### config.mk
export PLATFORM = sky130hd
export DESIGN_NAME = alu_exec_unit
export DESIGN_NICKNAME = d
export VERILOG_FILES = /design/src/rtl/alu_exec_unit.sv
export SDC_FILE = /design/constraint.sdc
export NUM_CORES = 1
export LEC_CHECK = 0
export BUFFER_PORTS_ARGS = -buffer_cell sky130_fd_sc_hd__buf_4
export CORE_UTILIZATION = 29
export CTS_BUF_LIST = sky130_fd_sc_hd__clkbuf_8
export DETAILED_ROUTE_END_ITERATION = 8
export GPL_TIMING_DRIVEN = 0
export MAX_ROUTING_LAYER = met4
export PLACE_DENSITY = 0.49
export SYNTH_ARGS = -nofsm -noshare
export SYNTH_HDL_FRONTEND = slang
export SYNTH_SLANG_ARGS = --single-unit
### constraint.sdc
create_clock -name clk -period 6.2 [get_ports clk]
set_clock_uncertainty 0.15 [all_clocks]
set_input_delay 0.62 -clock clk [delete_from_list [all_inputs] [get_ports clk]]
set_output_delay 0.62 -clock clk [all_outputs]
set_load 0.005 [all_outputs]
### src/rtl/alu_exec_unit.sv
// EX-stage execution unit: single-cycle ALU ops plus an iterative shift-add multiplier.
// start/ready/valid handshake lets the pipeline stall while a multiply is in flight.
module alu_exec_unit #(
   parameter int XLEN    = 32,
   parameter int SHAMT_W = 5
) (
   input  logic            clk,
   input  logic            reset_n,
   input  logic            start,
   input  logic [3:0]      ALU_control,
   input  logic [XLEN-1:0] src_a,
   input  logic [XLEN-1:0] src_b,
   output logic            ready,
   output logic            valid,
   output logic [XLEN-1:0] result,
   output logic            zero
);

   typedef enum logic [1:0] {IDLE, MUL, DONE} state_t;

   state_t               state_reg,  state_next;
   logic [XLEN-1:0]      result_reg, result_next;
   logic                 zero_reg,   zero_next;
   logic                 valid_reg,  valid_next;
   logic [XLEN-1:0]      acc_reg,    acc_next;
   logic [XLEN-1:0]      mcand_reg,  mcand_next;
   logic [XLEN-1:0]      mplr_reg,   mplr_next;
   logic [SHAMT_W-1:0]   cnt_reg,    cnt_next;

   logic [XLEN-1:0]      alu_out;
   logic [XLEN-1:0]      acc_step;
   logic [XLEN-1:0]      diff;
   logic                 ge_signed;

   assign diff      = src_a - src_b;
   assign ge_signed = ($signed(src_a) >= $signed(src_b));
   assign acc_step  = mplr_reg[0] ? (acc_reg + mcand_reg) : acc_reg;

   // Unused codes (0, 8-15) deliberately produce 0 so the pipeline never waits on them.
   always_comb begin
      alu_out = '0;
      case (ALU_control)
         4'd2:    alu_out = src_a + src_b;
         4'd3:    alu_out = src_a << src_b[SHAMT_W-1:0];
         4'd4:    alu_out = src_a ^ src_b;
         4'd5:    alu_out = diff;
         4'd6:    alu_out = diff;
         4'd7:    alu_out = {{(XLEN-1){1'b0}}, ge_signed};
         default: alu_out = '0;
      endcase
   end

   always_comb begin
      state_next  = state_reg;
      result_next = result_reg;
      zero_next   = zero_reg;
      valid_next  = 1'b0;
      acc_next    = acc_reg;
      mcand_next  = mcand_reg;
      mplr_next   = mplr_reg;
      cnt_next    = cnt_reg;
      case (state_reg)
         IDLE, DONE: begin
            if (start) begin
               if (ALU_control == 4'd1) begin
                  state_next = MUL;
                  mcand_next = src_a;
                  mplr_next  = src_b;
                  acc_next   = '0;
                  cnt_next   = SHAMT_W'(XLEN - 1);
               end else begin
                  state_next  = DONE;
                  result_next = alu_out;
                  zero_next   = (alu_out == '0);
                  valid_next  = 1'b1;
               end
            end else begin
               state_next = IDLE;
            end
         end
         MUL: begin
            // The final iteration's partial product is folded straight into the result.
            acc_next   = acc_step;
            mcand_next = mcand_reg << 1;
            mplr_next  = mplr_reg >> 1;
            if (cnt_reg == '0) begin
               state_next  = DONE;
               result_next = acc_step;
               zero_next   = (acc_step == '0);
               valid_next  = 1'b1;
            end else begin
               cnt_next = cnt_reg - SHAMT_W'(1);
            end
         end
         default: state_next = IDLE;
      endcase
   end

   always_ff @(posedge clk or negedge reset_n) begin
      if (!reset_n) begin
         state_reg  <= IDLE;
         result_reg <= '0;
         zero_reg   <= 1'b0;
         valid_reg  <= 1'b0;
         acc_reg    <= '0;
         mcand_reg  <= '0;
         mplr_reg   <= '0;
         cnt_reg    <= '0;
      end else begin
         state_reg  <= state_next;
         result_reg <= result_next;
         zero_reg   <= zero_next;
         valid_reg  <= valid_next;
         acc_reg    <= acc_next;
         mcand_reg  <= mcand_next;
         mplr_reg   <= mplr_next;
         cnt_reg    <= cnt_next;
      end
   end

   assign ready  = (state_reg != MUL);
   assign valid  = valid_reg;
   assign result = result_reg;
   assign zero   = zero_reg;

endmodule

After elaboration in Yosys (flattened, before gate mapping):

Index checks and enable logic that the tools add are counted.

* output and inout bits: 35
* word-level logic and storage cells: 71
* input bits: 71
* register bits: 137

* mux-type cells: 31
* shift-type cells: 1
* add/sub/neg operators: 4
* bitwise gates (word level): 1
* magnitude comparators: 1
* reductions and logical operators: 10
* equal/unequal tests: 15

Operator list (number)
* $mux 32: 10
* $pmux 32 s2: 4
* $pmux 32 s5: 1
* $add 32x32->32: 2
* $logic_not 32->1: 2
* $ge 32x32->1: 1
* $shl 32x5->32: 1
* $sub 32x32->32: 1
* $xor 32x32->32: 1
* $eq 4x3->1 const B: 4
* $mux 5: 3
* $ne 2x2->1 const B: 5
* $pmux 5 s2: 1
* $eq 4x2->1 const B: 2
* $reduce_and 4->1: 2
* $mux 1: 6
* $mux 2: 3
* $logic_not 5->1: 1
* $sub 5x1->5 const B: 1
* $eq 4x1->1 const B: 1
* $pmux 1 s2: 2
* $pmux 2 s2: 1
* $reduce_or 2->1: 2
* $reduce_and 3->1: 1
* 5 further kinds: 5

Logic depth before layout (Yosys ltp):

Gate-level depths: netlist (run 1).

* depth in word-level cells: 7
* depth in mapped cells: 17
* mapped depth without buffers: 16

Worst setup path before layout (run 1):

OpenSTA, ideal clock, no wires.

* kind: input-to-reg
* from: in src_b[1]
* to: reg zero_reg (netlist: zero)
* path buffers: 3
* stages: 17
* setup time: 0.069 ns
* setup slack: 1.783 ns
* arrival: 4.198 ns
* required time: 5.981 ns
* cell sequence: clkbuf_1 -> inv_1 -> buf_2 -> buf_1 -> ha_1 -> nor2b_1 -> o221a_2 -> o21ai_0 -> o2bb2ai_1 -> o21bai_1 -> a21boi_0 -> xnor2_1 -> o221ai_1 -> or4_1 -> nor4_1 -> nand4_1 -> nand3_1

* word-level cells in the longest chain between the ends: 6
* elaborated cells between the ends (all ways): 10
* those cells by class: add/sub: 2; order compare: 1; shift: 1; mux: 4; bitwise: 1; reduce/logical: 1

RTL lines
* from (decl): RTL line 12 `input logic [XLEN-1:0] src_b,`
* $sub 32x32->32, or another cell as far along: RTL line 35 `assign diff = src_a - src_b;`
* $pmux 32 s5 (*): RTL line 42 `case (ALU_control)`
* $logic_not 32->1 (*): RTL line 74 `zero_next = (alu_out == '0);`
* $mux 1 (*): RTL line 65 `if (ALU_control == 4'd1) begin`
* $mux 1 (*): RTL line 64 `if (start) begin`
* $pmux 1 s2 (*): RTL line 62 `case (state_reg)`
* to (signal assigned): RTL line 112 `zero_reg <= zero_next;`
* to (decl): RTL line 23 `logic zero_reg, zero_next;`

Every way passes the cells marked *; elsewhere a longest branch is shown, timed or not. The select of a mux whose other input is x is not followed.
A chain may end at the register's enable or synchronous reset.

Worst setup path in the final report (run 1):

* from: in src_b[2]
* to: reg zero_reg (netlist: zero)

The elaborated chain is that of the path after synthesis.

==> results of run 1 <==
==> final cells by class <==
cell class                 count  area share (%)
multi-input combinational   1590            61.9
sequential                   137            21.2
timing repair buffer         103            4.95
tap                          615            4.76
buffer                       125            3.03
inverter                      83            1.93
clock buffer                  18            1.53
clock inverter                14           0.627
antenna                        1          0.0155
==> layer usage <==
metal,wire length (um),up-vias,track usage (%)
li1,-,7327,-
met1,29900,7634,34.8
met2,31000,507,43.8
met3,3050,76,3.62
met4,1530,0,8.37
met5,0,-,-
==> worst max-delay path: stages <==
cell       delay, ns
buf_4           0.12
clkbuf_1        0.18
inv_2           0.27
clkbuf_1        0.61
ha_1            0.46
nor2b_1         0.19
a2111o_1        0.45
a211oi_1        0.58
o31ai_1         0.21
a2111oi_0       0.85
a2111oi_0       0.24
a211o_1         0.35
nand3_1         0.07
o211ai_1        0.27
nor4_1          0.60
nand4_1         0.16
nand3_1         0.09
==> placed cells by master, fill, tap and decap left out, types with 25 or more instances in the layout <==
cell type  instances
buf_4            101
nand3_1           63
nor3_1            39
dfrtp_1          137
nor2b_1           25
o21ai_0          159
nand2_1          259
mux2_2            31
a21oi_1          186
inv_1             82
mux2i_1           55
clkbuf_1         104
nor2_1           208
a211oi_1          32
ha_1              96
a31oi_1           50
==> metrics by stage <==
stage                     hold WS, ns  setup slack, ns
after global placement          0.310           -0.590
after CTS                       0.189           0.0966
after detailed placement        0.320           -0.479
after global routing            0.210            0.155
final                           0.221            0.230
after floorplan                 0.174             1.78
==> logic make-up (layout without fill, tap and decap cells) <==
logic type | after synthesis | count (layout) | synth area share, %
other | 0 | 1 | 0
XOR/XNOR | 27 | 27 | 1.66
adder cells (fa/ha/maj) | 99 | 99 | 8.86
AO/OA/AOI/OAI | 662 | 662 | 29.7
multiplexers | 93 | 93 | 7.43
flip-flops | 137 | 137 | 24.1
AND/OR/NAND/NOR | 709 | 709 | 22.6
buffers and inverters | 209 | 343 | 5.65
==> worst max-delay path by stage <==
| stage | from | endpoint | slack (ns) | depth (start not counted) |
|---|---|---|---|---|
| 4_1_cts | src_b[1] | zero | 0.1 | 18 |
| 5_1_grt | src_b[2] | zero | 0.15 | 17 |
| 3_5_place_dp | src_b[1] | zero | -0.48 | 18 |
| 3_3_place_gp | src_b[1] | zero | -0.59 | 18 |
| 6_report | src_b[2] | zero | 0.23 | 17 |
| 2_1_floorplan | src_b[1] | zero | 1.78 | 17 |
==> power breakdown <==
| part | switching, mW | total [mW] | internal, mW |
|---|---|---|---|
| Sequential | 0.262 | 1.47 | 1.21 |
| Clock | 0.469 | 0.757 | 0.289 |
| Combinational | 1.94 | 3.17 | 1.24 |
==> what timing repair did <==
action	4_1_cts	5_1_grt
setup endpoints to repair	0	1
hold endpoints to repair	44	0
setup buffers	0	0
hold buffers	1	0
==> run metrics, run 1 <==
status=complete, but fails checks; failing checks=max-capacitance violations; WHS Path Cells=3; Synth Cell Area=14200 um2; Worst R2R End=zero; Routed WL=65500 um; Final Non-Filler Cells=2686; Crit Reg-Reg Startpoint=acc_reg[0]; worst hold path type=in -> reg; Post-synth top cells=259 x nand2_1, 208 x nor2_1, 186 x a21oi_1, 159 x o21ai_0, 137 x dfrtp_1; fraction of layout cells with a size suffix above 1=10.6%; vias in the first global route=15235; Syn Nets=roughly 2100; Crit. End Element=flop; final setup fails=0; final antenna-violating net count=0; Rel. slew slack=0.201%; hold path start=src_a[2]; Final HPWL DP=about 53000 um; Worst Reg-to-Reg Cells=14; CTS Buf Count=17; num rows=80; clock-pin slew of the registers on the worst-case setup and hold paths=0.09 ns; MaxCap Viol Count=1; leak pwr=6.84 nW; post-route DRC violation count=0; post-layout util=33.6%; Synth Instances=1936; Synth Register Bits=137; clock sinks=137; clk buf depth=2; Initial Util=29.6%; Final nets=2227; cts repair resizes=0; Hold EP=mcand_reg[2]; port bufs=between 100 and 150; Initial DRC Count=1268; DR pass1 iterations=6; Post-Layout Inst Area=16200 um2; placed insts=around 2700; Final Hold Fails=0; CTS tree=yes; area of the multi-input gates=10000 um2; first-pass GRT wire length=97600 um; fin crit period=5.97 ns; Post-DP Area=approximately 16000 um2; initial antenna violation count=2; FF/Latch Area=3430 um2; chip height=224 um; IO Pins=106; WP data arrival=6.31 ns; Vias/cell=~5.8; area grow syn2layout=13.5%; Ys Warns=0; Chip Width=224 um; sequential fraction of the synthesis area=24.1%; total gr overflow=0; crit path kind=in -> reg; H-tree depth=4; root buf cell=clkbuf_8; all-layer global routing usage=27.0%; Max rail drop VDD=122 uV; RSZ-0062 raised after global routing=false; Synth area leader=dfrtp_1; Startpoint Class=primary input; syn_area_per_cell=around 7.4 um2; # fillers=5249; most frequent cell after synthesis=nand2_1; R2R Setup Slk=1.62 ns; via count=15544; Clock Latency Late Sink=0.57 ns; routability cong.=about 0.95; number of distinct library cells after synthesis=90; prevailing post-synth register cell=dfrtp_1; Power, Total=5.40 mW; Fmax=0.168 GHz; Slew @ Worst Pin=between 1 and 1.5 ns; Tcrit/Tclk final=about 96%; core area=48000 um2; FFs w/ async S/R, synth=100%; post-DR wirelength/cell=24.4 um; Synth area leaders=dfrtp_1 24%, ha_1 8.4%, nand2_1 6.8%, a21oi_1 6.5%, o21ai_0 5.6%; PD cells=about 330 nW/um2; largest fanout on the critical path=10; max-slew violations=0; EDFF count, synth=0; largest net degree at the start of global routing=between 90 and 100; Synth top area share=24.1%; setup TNS=0 ns; Die Footprint=50000 um2; required time worst endpoint=6.54 ns
No activity file was read; power rests on OpenSTA's default activity.
==> run 2, diff against run 1 <==
- CORE_ASPECT_RATIO: not set -> 1.25
- GPL_TIMING_DRIVEN: 0 -> 1
- TNS_END_PERCENT: not set -> 1
==> run 2 against run 1 <==
  * The flow now finishes without violations
  * Cell area is 1.1% lower
  * Combinational power decreased by 3%
  * Register-to-register slack worse by 0.17 ns
  * Total power is 1.1% lower
  * Critical endpoint unchanged
==> run metrics, run 2 (same netlist as run 1, synthesis figures left out) <==
setup TNS=0 ns (unchanged); Final HPWL DP=45000 um (-15%); commonest non-fill, non-tap cell in the layout=nand2_1; Die Footprint=50000 um2 (about the same); all-layer global routing usage=23.6% (-3.3 points); Clock Latency Late Sink=0.51 ns (-0.06 ns); Post-Layout Inst Area=16000 um2 (-1.1%); root buf cell=clkbuf_8; FF/Latch Area=3430 um2 (unchanged); Fmax=0.199 GHz (+19%); total gr overflow=0 (unchanged); Hold EP=mcand_reg[25]; first-pass GRT wire length=89200 um (-8.7%); Initial DRC Count=1460 (+15%); Power, Total=5.34 mW (-1.1%); hold path start=src_a[25]; Tcrit/Tclk final=81.0% (-15 points); largest fanout on the critical path=39 (+29); R2R Setup Slk=1.45 ns (-0.17 ns); Worst Reg-to-Reg Cells=14 (unchanged); CTS Buf Count=17 (unchanged); Crit Reg-Reg Startpoint=mcand_reg[0]; MaxCap Viol Count=0 (-1); post-DR wirelength/cell=22.0 um (-9.7%); Worst R2R End=zero; num rows=90 (+13%); WHS Path Cells=3 (unchanged); hold_ws=0.279 ns (+0.0572 ns); crit path kind=in -> reg; initial antenna violation count=1 (-1); met3 Resource Use GR=3.11% (-0.51 points); Final Hold Fails=0 (unchanged); Final nets=2127 (-4.5%); placed insts=2581 (-2.7%); Final Non-Filler Cells=2616 (-2.6%); Initial Util=29.5% (-0.16 points); DR pass1 iterations=6 (unchanged); Startpoint Class=primary input; # fillers=5221 (-0.53%); met1 usage=28.9% (-5.9 points); number of post-CTS setup repair buffers=0 (unchanged); Slew @ Worst Pin=1.10 ns (-0.387 ns); WP data arrival=5.31 ns (-1.00 ns); IO Pins=106 (unchanged); routability cong.=0.948 (-0.40%); port bufs=105 (+4.0%); leak pwr=6.80 nW (-0.57%); RSZ-0062 raised after global routing=false; H-tree depth=4 (unchanged); post-layout util=33.1% (-0.56 points); fin crit period=5.02 ns (-0.947 ns); CTS tree=yes; fraction of layout cells with a size suffix above 1=12.1% (+1.5 points); Crit. End Element=flop; cts repair resizes=0 (unchanged); chip height=250 um (+12%); area grow syn2layout=12.2%; pre-CTS WS=0.771 ns (+1.25 ns); final setup fails=0 (unchanged); final antenna-violating net count=0 (unchanged); most frequent cells in the layout=258 x nand2_1, 207 x nor2_1, 186 x a21oi_1; vias in the first global route=14739 (-3.3%); area of the multi-input gates=10000 um2 (+0.30%); clock sinks=137 (unchanged); Hold-fix buffers, CTS=1 (unchanged); Post-DP Area=15500 um2 (-1.6%); most used routing layer=met2; via count=14885 (-4.2%); core area=48300 um2 (+0.55%); max-slew violations=0 (unchanged); status=completed; Routed WL=57500 um (-12%); final setup margin=1.18 ns (+0.947 ns); Max rail drop VDD=149 uV (+23%); Vias/cell=5.69 (-1.7%); PD cells=334 nW/um2 (about the same); Rel. slew slack=26.9% (+27 points); clock-pin slew of the registers on the worst-case setup and hold paths=0.08 ns (about the same); largest net degree at the start of global routing=101 (+7.4%); Chip Width=200 um (-10%); required time worst endpoint=6.48 ns (-0.06 ns); GR Util met2=40.0% (-3.7 points); worst hold path type=in -> reg; clk buf depth=2 (unchanged); post-route DRC violation count=0 (unchanged)
[run 2: layer usage]
| layer | vias up | wire length [um] |
|---|---|---|
| met1 | 7194 | 24900 |
| met3 | 99 | 2660 |
| met2 | 459 | 28300 |
| li1 | 7133 | - |
| met4 | 0 | 1710 |
| met5 | - | 0 |
[run 2: worst max path at each step]
stage,startpoint,endpoint,cells after the start
3_3_place_gp,src_b[0],zero,16
3_5_place_dp,src_b[0],zero,16
2_1_floorplan,src_b[1],zero,17
4_1_cts,src_b[0],zero,16
5_1_grt,src_b[0],zero,16
6_report,src_b[0],zero,16
[run 2: critical path: stages]
cell and delay (ns):
buf_4 0.43, ha_1 0.28, inv_1 0.06, fa_1 0.42, a211oi_1 0.56, o21ai_0 0.24, or3b_1 0.30, nand2_1 0.09
a31o_2 0.32, a31oi_1 0.46, nor3_1 0.20, o31ai_1 0.44, nand4b_1 0.27, nor4_1 0.35, nand4_1 0.15, nand3_1 0.09
[run 2: where the power goes]
| group | internal, mW | total (mW) | leakage (nW) | switching (mW) |
|---|---|---|---|---|
| registers | 1.21 | 1.46 | 1.67 | 0.250 |
| clock network | 0.393 | 0.806 | 0.202 | 0.413 |
| logic | 1.23 | 3.08 | 4.92 | 1.85 |
| total | 2.83 | 5.34 | 6.80 | 2.51 |
[run 2: layout make-up]
type | count | share of cell area, %
antenna | 2 | 0.0313
clock inverter | 12 | 0.877
clock buffer | 20 | 1.72
sequential | 137 | 21.5
multi-input combinational | 1590 | 62.8
tap | 644 | 5.04
inverter | 83 | 1.97
timing repair buffer | 128 | 6.06
==> run 3, diff against run 2 <==
- clock period: 6.2 -> 4.7 ns (I/O delays scaled with it)
==> run 3 against run 2 <==
  * Worst setup slack lost 0.85 ns
  * Register-to-register slack lost 1.1 ns
  * Combinational power grew 35%
  * Critical path depth shrank 2
  * Die area is the same
  * Sequential cell count is the same
  * Routed wire length grew 3.9%
  * Cell count grew 1.9%
  * Cell area grew 2.8%
  * Sequential share of layout area shrank 0.58 points
  * Clock power grew 44%
  * Clock-buffer cell count is the same
  * Largest cell class unchanged
==> run metrics, run 3 (same netlist as run 1, synthesis figures left out) <==
Crit Reg-Reg Startpoint=acc_reg[0]; clock-pin slew of the registers on the worst-case setup and hold paths=0.09 ns (about the same); leak pwr=7.08 nW (+4.2%); Routed WL=59800 um (+3.9%); Initial Util=29.5% (unchanged); Post-Layout Inst Area=16400 um2 (+2.8%); H-tree depth=4 (unchanged); Final Hold Fails=0 (unchanged); most frequent cells in the layout=258 x nand2_1, 207 x nor2_1, 186 x a21oi_1; IO Pins=106 (unchanged); Final HPWL DP=46600 um (+3.7%); routability cong.=0.968 (+2.1%); area grow syn2layout=15.3%; via count=15201 (+2.1%); R2R Setup Slk=0.32 ns (-1.13 ns); fin crit period=between 4 and 5 ns; clock sinks=137 (unchanged); CTS tree=yes; Die Footprint=50000 um2 (unchanged); Crit. End Element=flop; post-route DRC violation count=0 (unchanged); WP data arrival=4.67 ns (-0.64 ns); P_int=3.89 mW (+38%); # fillers=5193 (-0.54%); chip height=250 um (unchanged); core area=48300 um2 (unchanged); Worst Reg-to-Reg Cells=14 (unchanged); RSZ-0062 raised after global routing=false; initial antenna violation count=0 (-1); CTS Buf Count=17 (unchanged); post-DR wirelength/cell=22.4 um (+2.0%); DR pass1 iterations=6 (unchanged); Chip Width=200 um (unchanged); Fmax=between 0.2 and 0.25 GHz; Antenna diodes=0 (-2); total gr overflow=0 (unchanged); MaxCap Viol Count=0 (unchanged); status=completed; Worst R2R End=zero; crit path capture=zero; Post-DP Area=16000 um2 (+2.7%); PD cells=442 nW/um2 (+32%); Flop pwr share=26.7% (-0.6 points); Clock Latency Late Sink=0.52 ns (about the same); final antenna-violating net count=0 (unchanged); first-pass GRT wire length=91500 um (+2.6%); clock share of power=16.0% (+0.9 points); port bufs=105 (unchanged); worst hold path type=in -> reg; fraction of layout cells with a size suffix above 1=14.3% (+2.2 points); num rows=90 (unchanged); Switching Share=46.4% (-0.62 points); Sw Pwr=3.37 mW (+34%); Initial DRC Count=1364 (-6.6%); Critical Path Start=acc_reg[0]; root buf cell=clkbuf_8; Gate power share=57.3% (-0.3 points); vias in the first global route=14863 (+0.84%); Startpoint Class=flop; required time worst endpoint=4.99 ns (-1.49 ns); clk buf depth=2 (unchanged); Final nets=2180 (+2.5%); final setup fails=0 (unchanged); Vias/cell=5.70 (+0.17%); commonest non-fill, non-tap cell in the layout=nand2_1; largest net degree at the start of global routing=142 (+41%); Max rail drop VDD=209 uV (+40%); Rel. slew slack=30.4% (+3.5 points); largest fanout on the critical path=5 (-87%); crit path kind=reg -> reg; Tcrit/Tclk final=between 90% and 100%; all-layer global routing usage=24.4% (+0.80 points); Slew @ Worst Pin=1.04 ns (-0.0607 ns); max-slew violations=0 (unchanged); hold_ws=0.103 ns (-0.175 ns); setup TNS=0 ns (unchanged)
-- run 3: how the worst min path moves through the flow --
stage	start	end	slack, ns	depth (start not counted)
after global routing	src_a[29]	mcand_reg[29]	0.1	3
after floorplan	reset_n	acc_reg[0]	0.02	0
final	src_a[29]	mcand_reg[29]	0.10	3
after CTS	src_a[29]	mcand_reg[29]	0.05	3
after detailed placement	mplr_reg[5]	mplr_reg[4]	0.32	2
after global placement	mplr_reg[2]	mplr_reg[1]	0.31	2
-- run 3: metal layers --
layer / vias up / routed length (um) / global-route usage [%]
li1: 7235 / - / -
met1: 7336 / 25400 / 29.3
met2: 525 / 29200 / 40.9
met3: 105 / 3090 / 3.97
met4: 0 / 2040 / 9.16
met5: - / 0 / -
-- run 3: metrics by stage --
stage,instances,total power [mW],worst slack [ns],util (%)
2_1_floorplan,1936,4.80,0.433,-
3_3_place_gp,2634,6.04,0.194,33.0
3_5_place_dp,2634,6.07,0.125,33.0
4_1_cts,2667,7.28,0.278,34.0
5_1_grt,2667,7.85,0.0771,34.0
6_report,2667,7.26,0.323,34.0
-- run 3: critical path: stages, from the launching register on --
cell and delay, ns:
dfrtp_1 0.40, ha_1 0.25, fa_1 0.43, a211o_1 0.30
a21o_1 0.23, o2111ai_1 0.25, a211oi_1 0.11, a211oi_1 0.51
nand2_1 0.12, nor4_1 0.29, and4_1 0.28, and4_1 0.20
nand4_1 0.10, or4_1 0.54, nand3_1 0.11
-- run 3: area by class of cell --
class	instances	area [um2]	share of cell area [%]
Inverter	83	314	1.91
Timing Repair Buffer	181	1380	8.39
Clock buffer	20	275	1.68
Multi-Input combinational cell	1590	10000	61.2
Sequential cell	137	3430	20.9
Clock inverter	12	174	1.06
Tap cell	644	806	4.91
-- run 3: power by group through the flow --
stage | sequential, mW | combinational [mW] | clock, mW
3_5_place_dp | 1.96 | 4.11 | 0
3_3_place_gp | 1.95 | 4.09 | 0
5_1_grt | 2.00 | 4.60 | 1.24
4_1_cts | 1.94 | 4.13 | 1.21
2_1_floorplan | 1.84 | 2.96 | 0
6_report | 1.94 | 4.16 | 1.16
-- run 3: repair_timing --
action | 4_1_cts | 5_1_grt
buffers inserted | 0 | 0
resized for setup | 0 | 0
hold buffers | 1 | 0
endpoints found under the hold margin | 80 | 0
